### src/rtl/spi_link_sched.sv
// Two-requester burst scheduler driving a mode-0 SPI master into the JTAG-SPI byte bridge.
// Optional busy timeout: define SPI_BUSY_TMO_EN.
module spi_link_sched #(
    parameter int unsigned CLK_DIV   = 2,
    parameter int unsigned MAX_BURST = 16,
    parameter int unsigned TMO_CYC   = 4096
) (
    input  logic       sys_clk,
    input  logic       reset_n,
    input  logic       req0_valid,
    input  logic [7:0] req0_data,
    input  logic       req0_last,
    output logic       req0_ready,
    output logic       rsp0_valid,
    input  logic       req1_valid,
    input  logic [7:0] req1_data,
    input  logic       req1_last,
    output logic       req1_ready,
    output logic       rsp1_valid,
    output logic [7:0] rsp_data,
    output logic       grant_id,
    input  logic       busy_in,
    output logic       sclk,
    output logic       mosi,
    output logic       nss,
    input  logic       miso,
    output logic       err_tmo
);

    localparam int unsigned CW = 9;
    localparam logic [CW-1:0] DIV_LAST  = CW'(CLK_DIV - 1);
    localparam logic [CW-1:0] GAP_LAST  = CW'(2 * CLK_DIV - 1);
    localparam logic [7:0]    BURST_MAX = 8'(MAX_BURST);

    typedef enum logic [2:0] {
        S_IDLE,
        S_ARB,
        S_LOAD,
        S_SHIFT,
        S_GAP
    } state_t;

    state_t      state_q, state_d;
    logic        busy_meta, busy_sync;
    logic [CW-1:0] cnt_q, cnt_d;
    logic [2:0]  bit_q, bit_d;
    logic [7:0]  sh_q, sh_d;
    logic        miso_smp_q, miso_smp_d;
    logic        last_q, last_d;
    logic [7:0]  burst_q, burst_d;
    logic        grant_d, sclk_d, mosi_d, nss_d;
    logic        rdy0_d, rdy1_d, rsp0_d, rsp1_d;
    logic [7:0]  rsp_data_d;
    logic        own_valid, own_last;
    logic [7:0]  own_data;

`ifdef SPI_BUSY_TMO_EN
    localparam int unsigned TW = $clog2(TMO_CYC + 1);
    localparam logic [TW-1:0] TMO_LAST = TW'(TMO_CYC - 1);
    logic [TW-1:0] tmo_q, tmo_d;
    logic          err_d;
`else
    logic tmo_cfg_unused;
    assign tmo_cfg_unused = |32'(TMO_CYC);
    assign err_tmo = 1'b0;
`endif

    // busy_in comes from another clock domain
    always_ff @(posedge sys_clk or negedge reset_n) begin
        if (!reset_n) begin
            busy_meta <= 1'b0;
            busy_sync <= 1'b0;
        end else begin
            busy_meta <= busy_in;
            busy_sync <= busy_meta;
        end
    end

    assign own_valid = grant_id ? req1_valid : req0_valid;
    assign own_data  = grant_id ? req1_data  : req0_data;
    assign own_last  = grant_id ? req1_last  : req0_last;

    // Next-state and next-output logic
    always_comb begin
        state_d    = state_q;
        cnt_d      = cnt_q;
        bit_d      = bit_q;
        sh_d       = sh_q;
        miso_smp_d = miso_smp_q;
        last_d     = last_q;
        burst_d    = burst_q;
        grant_d    = grant_id;
        sclk_d     = sclk;
        mosi_d     = mosi;
        nss_d      = nss;
        rdy0_d     = 1'b0;
        rdy1_d     = 1'b0;
        rsp0_d     = 1'b0;
        rsp1_d     = 1'b0;
        rsp_data_d = rsp_data;
`ifdef SPI_BUSY_TMO_EN
        tmo_d      = '0;
        err_d      = 1'b0;
`endif
        case (state_q)
            S_IDLE: begin
                sclk_d = 1'b0;
                nss_d  = 1'b1;
                if (cnt_q != '0) begin
                    cnt_d = cnt_q - CW'(1);
                end else if ((req0_valid || req1_valid) && !busy_sync) begin
                    state_d = S_ARB;
                    nss_d   = 1'b0;
                end
            end
            S_ARB: begin
                nss_d   = 1'b0;
                state_d = S_LOAD;
                if (req0_valid && req1_valid) begin
                    grant_d = ~grant_id;
                end else if (req0_valid) begin
                    grant_d = 1'b0;
                end else if (req1_valid) begin
                    grant_d = 1'b1;
                end else begin
                    state_d = S_IDLE;
                    nss_d   = 1'b1;
                    cnt_d   = GAP_LAST;
                end
            end
            S_LOAD: begin
                if (own_valid) begin
                    rdy0_d  = ~grant_id;
                    rdy1_d  = grant_id;
                    sh_d    = own_data;
                    last_d  = own_last;
                    mosi_d  = own_data[7];
                    burst_d = burst_q + 8'd1;
                    cnt_d   = '0;
                    bit_d   = '0;
                    state_d = S_SHIFT;
                end
            end
            S_SHIFT: begin
                if (cnt_q == DIV_LAST) begin
                    cnt_d = '0;
                    if (!sclk) begin
                        sclk_d     = 1'b1;
                        miso_smp_d = miso;
                    end else begin
                        sclk_d = 1'b0;
                        sh_d   = {sh_q[6:0], miso_smp_q};
                        if (bit_q == 3'd7) begin
                            mosi_d     = 1'b0;
                            rsp_data_d = {sh_q[6:0], miso_smp_q};
                            rsp0_d     = ~grant_id;
                            rsp1_d     = grant_id;
                            state_d    = S_GAP;
                        end else begin
                            mosi_d = sh_q[6];
                            bit_d  = bit_q + 3'd1;
                        end
                    end
                end else begin
                    cnt_d = cnt_q + CW'(1);
                end
            end
            S_GAP: begin
                if (cnt_q != GAP_LAST) begin
                    cnt_d = cnt_q + CW'(1);
                end else if (!busy_sync) begin
                    if (!last_q && (burst_q < BURST_MAX) && own_valid) begin
                        state_d = S_LOAD;
                    end else begin
                        state_d = S_IDLE;
                        nss_d   = 1'b1;
                        burst_d = '0;
                        cnt_d   = GAP_LAST;
                    end
                end
`ifdef SPI_BUSY_TMO_EN
                // Bridge stuck full: abandon the burst and let the other side in
                if (busy_sync) begin
                    if (tmo_q == TMO_LAST) begin
                        err_d   = 1'b1;
                        state_d = S_IDLE;
                        nss_d   = 1'b1;
                        burst_d = '0;
                        cnt_d   = GAP_LAST;
                    end else begin
                        tmo_d = tmo_q + TW'(1);
                    end
                end
`endif
            end
            default: begin
                state_d = S_IDLE;
            end
        endcase
    end

    // State and registered outputs
    always_ff @(posedge sys_clk or negedge reset_n) begin
        if (!reset_n) begin
            state_q    <= S_IDLE;
            cnt_q      <= '0;
            bit_q      <= '0;
            sh_q       <= '0;
            miso_smp_q <= 1'b0;
            last_q     <= 1'b0;
            burst_q    <= '0;
            grant_id   <= 1'b1;
            sclk       <= 1'b0;
            mosi       <= 1'b0;
            nss        <= 1'b1;
            req0_ready <= 1'b0;
            req1_ready <= 1'b0;
            rsp0_valid <= 1'b0;
            rsp1_valid <= 1'b0;
            rsp_data   <= '0;
        end else begin
            state_q    <= state_d;
            cnt_q      <= cnt_d;
            bit_q      <= bit_d;
            sh_q       <= sh_d;
            miso_smp_q <= miso_smp_d;
            last_q     <= last_d;
            burst_q    <= burst_d;
            grant_id   <= grant_d;
            sclk       <= sclk_d;
            mosi       <= mosi_d;
            nss        <= nss_d;
            req0_ready <= rdy0_d;
            req1_ready <= rdy1_d;
            rsp0_valid <= rsp0_d;
            rsp1_valid <= rsp1_d;
            rsp_data   <= rsp_data_d;
        end
    end

`ifdef SPI_BUSY_TMO_EN
    always_ff @(posedge sys_clk or negedge reset_n) begin
        if (!reset_n) begin
            tmo_q   <= '0;
            err_tmo <= 1'b0;
        end else begin
            tmo_q   <= tmo_d;
            err_tmo <= err_d;
        end
    end
`endif

endmodule

### config.mk
export PLATFORM = sky130hd
export DESIGN_NAME = spi_link_sched
export DESIGN_NICKNAME = d
export VERILOG_FILES = /design/src/rtl/spi_link_sched.sv
export SDC_FILE = /design/constraint.sdc
export NUM_CORES = 1
export LEC_CHECK = 0
export ABC_CLOCK_PERIOD_IN_PS = 4530
export CORE_ASPECT_RATIO = 1.75
export CORE_MARGIN = 2
export CORE_UTILIZATION = 59
export DETAILED_ROUTE_END_ITERATION = 10
export PLACE_DENSITY = 0.85
export SYNTH_ARGS = -nofsm -noshare
export SYNTH_HDL_FRONTEND = slang
export SYNTH_SLANG_ARGS = --single-unit
### constraint.sdc
create_clock -name sys_clk -period 4.53 [get_ports sys_clk]
set_input_delay 1.359 -clock sys_clk [delete_from_list [all_inputs] [get_ports sys_clk]]
set_output_delay 1.359 -clock sys_clk [all_outputs]
set_load 0.03 [all_outputs]
==> results.py <==
metrics = {
    "run_status": {
        "status": "finished, final reports clean",
    },
    "placement": {
        "io_buffers": 39,
        "place_area_um2": 3378,
        "place_hpwl_mm": 5.467,
        "globalplace.congestion": 0.9319,
    },
    "power": {
        "total_power_w": 0.0008866,
        "p_leak_nw": 1.498,
        "vdd_ir_drop_max_mv": 0.3844,
        "power.density_nw_per_um2": 252.2,
    },
    "floorplan": {
        "die_h_um": 98.26,
        "core_area_um2": 4935,
        "std_cell_rows": 34,
        "die_x_um": 57.86,
        "die_area_um2": 5685,
        "boundaryPins": 41,
        "initial_core_util_pct": 60.70,
    },
    "synth": {
        "ys_seq_elements": 50,
        "postSynth.asyncResetShare_pct": 100.0,
        "syn_nets": 340,
        "synthCells": 309,
        "yosys_most_used_dff": "dfrtp_1",
        "synth_edf_count": 0,
        "ys.warnings.count": 0,
        "avgSynthCellArea_um2": 9.694,
        "synth.cell_area_um2": 2995,
        "yosysUniqueCellTypes": 64,
        "ys_seq_area_share_pct": 41.85,
    },
    "cts": {
        "insertion_delay_ns": 0.31,
        "cts_tree": "yes",
        "cts-root-buf": "clkbuf_8",
        "cts_resized": 0,
        "htreeDepth": 2,
        "clk_pin_slew_ns": 0.10,
        "clock_sinks": 50,
        "cts-hold-fix-buffers": 0,
        "cts_buffers": 5,
        "clockBufferDepth": 2,
        "postCtsSetupBuffers": 0,
    },
    "critical_path": {
        "worstSetupPathType": "reg -> out",
        "critPathSlowestCell": "dfstp_2",
        "cp_cell_sequence": "clkdlybuf4s50_1",
        "endpoint": "grant_id",
        "reg2reg_slack_ns": 1.91,
        "crit_required_ns": 3.17,
        "start_kind": "flop",
        "reg2reg_depth": 5,
        "worst-path-buf-inv": 1,
        "critical-path-top-delay-family": "flip-flops",
        "cpPeakStageDelay_ns": 0.82,
        "regToRegEndpoint": "burst_q[3]",
        "worstPathArrival_ns": 1.89,
        "endpoint_kind": "primary output",
        "path_max_fanout": 18,
        "crit_cells": 1,
        "r2r_start": "cnt_q[4]",
        "startpoint": "grant_id",
    },
    "timing": {
        "worst_pin_slew_ns": 1.077,
        "fmax_mhz": 307.7,
        "setup_tns_ns": 0,
        "final.min_clock_period_ns": 3.249,
        "hold_violations": 0,
        "rsz0062_at_grt": "no",
        "setup_viol": 0,
        "period_share_pct": 71.73,
        "report.final.slew_viol_count": 0,
        "relSlewSlack_pct": 27.71,
        "skew_ns": 0.008117,
    },
    "worst_hold_path": {
        "hp-class": "reg -> reg",
    },
    "cells_and_area": {
        "layout.nets": 370,
        "final_cell_area_um2": 3516,
        "final_cell_mix": "48 x dfrtp_1, 38 x clkdlybuf4s50_1, 22 x nand2_1, 20 x nor2_1, 19 x o21ai_1",
        "nFillCells": 369,
        "drive_gt1_share_pct": 12.06,
        "antennaDiodeCount": 0,
        "area_delta_synth_final_pct": 17.38,
        "final_common_cell": "dfrtp_1",
        "final_util_pct": 71.25,
    },
    "route": {
        "first_pass_iters": 4,
        "drtIter0Drc": 169,
        "wl_per_cell_um": 19.14,
        "drt_wl_total_mm": 7.540,
        "vias_per_cell": 6.688,
        "via_count": 2635,
        "ant_nets": 0,
        "route.detailed.drc": 0,
    },
    "job": {
        "cap_violations": 0,
    },
    "grt": {
        "grt_pass1_wl_mm": 12.72,
        "grt_pass1_vias": 2710,
        "grt_usage_pct": 29.00,
        "grt_max_degree": 51,
        "antenna_found_initial": 0,
        "overflow": 0,
    },
}
-- metal layers --
| layer | wire length [um] | track usage (%) | vias to the layer above |
|---|---|---|---|
| met4 | 531 | 18.78 | 0 |
| met2 | 4067 | 50.70 | 102 |
| met3 | 274 | 4.106 | 37 |
| met5 | 0 | 0 | - |
| li1 | - | - | 1208 |
| met1 | 2667 | 31.39 | 1288 |
-- synthesized netlist by cell type (all sizes together) (8+ instances only) --
library cell | count | area (um^2)
clkbuf | 8 | 30.03
nand2 | 23 | 88.84
dfrtp | 48 | 1201
nor3 | 10 | 55.05
o21ai | 30 | 172.7
mux2 | 19 | 214.0
inv | 12 | 45.04
a21oi | 18 | 90.09
nor2 | 22 | 101.4
buf | 11 | 62.56
mux2i | 11 | 110.1
-- power by group --
| part | internal (W) | switching (W) |
|---|---|---|
| Combinational | 0.0000259 | 0.0000228 |
| Sequential | 0.000452 | 0.00000473 |
| Clock | 0.000221 | 0.000159 |
-- sequential cells by signal, summed over array words and instances, names as in the netlist, 3 cells and up --
register / count
burst_q: 8
sh_q: 7
cnt_q: 9
bit_q: 3
state_q: 3
rsp_data: 8
-- worst min-delay path by stage --
stage                          from   endpoint  slack (ns)  cells after the start
final                     busy_meta  busy_sync        0.36                      0
after CTS                 busy_meta  busy_sync        0.36                      0
after global routing      busy_meta  busy_sync        0.38                      0
after global placement    busy_meta  busy_sync        0.33                      0
after floorplan           busy_meta  busy_sync        0.33                      0
after detailed placement  busy_meta  busy_sync        0.34                      0
-- metrics by stage --
step	cells	setup slack, ns	hold slack (ns)
6_report	394	1.281	0.3598
5_1_grt	394	1.171	0.3812
4_1_cts	394	1.275	0.3641
3_5_place_dp	386	1.024	0.3417
3_3_place_gp	386	1.136	0.3326
2_1_floorplan	309	1.838	0.3312
-- final cells by class --
cell class                 count  area, um^2  share of cell area, %
inverter                      12       45.04                  1.281
tap                           54       67.56                  1.922
multi-input combinational    228        1604                  45.62
clock inverter                 3       68.82                  1.957
timing repair buffer          42       407.9                  11.60
clock buffer                   5       68.82                  1.957
sequential                    50        1254                  35.66
-- kinds of logic (layout without fill, tap and decap cells) --
family                     count (synthesis)  after routing  synth area share (%)
adders and majority gates                  7              7                 2.924
buffers and inverters                     31             62                 4.595
AOI/OAI and AO/OA                         91             91                 21.26
xor gates and xnor gates                   1              1                0.2925
muxes                                     30             30                 10.82
other                                      1              1                0.1252
DFF                                       50             50                 41.85
and+or+nand+nor                           98             98                 18.13
No activity file was read; power rests on OpenSTA's default activity.
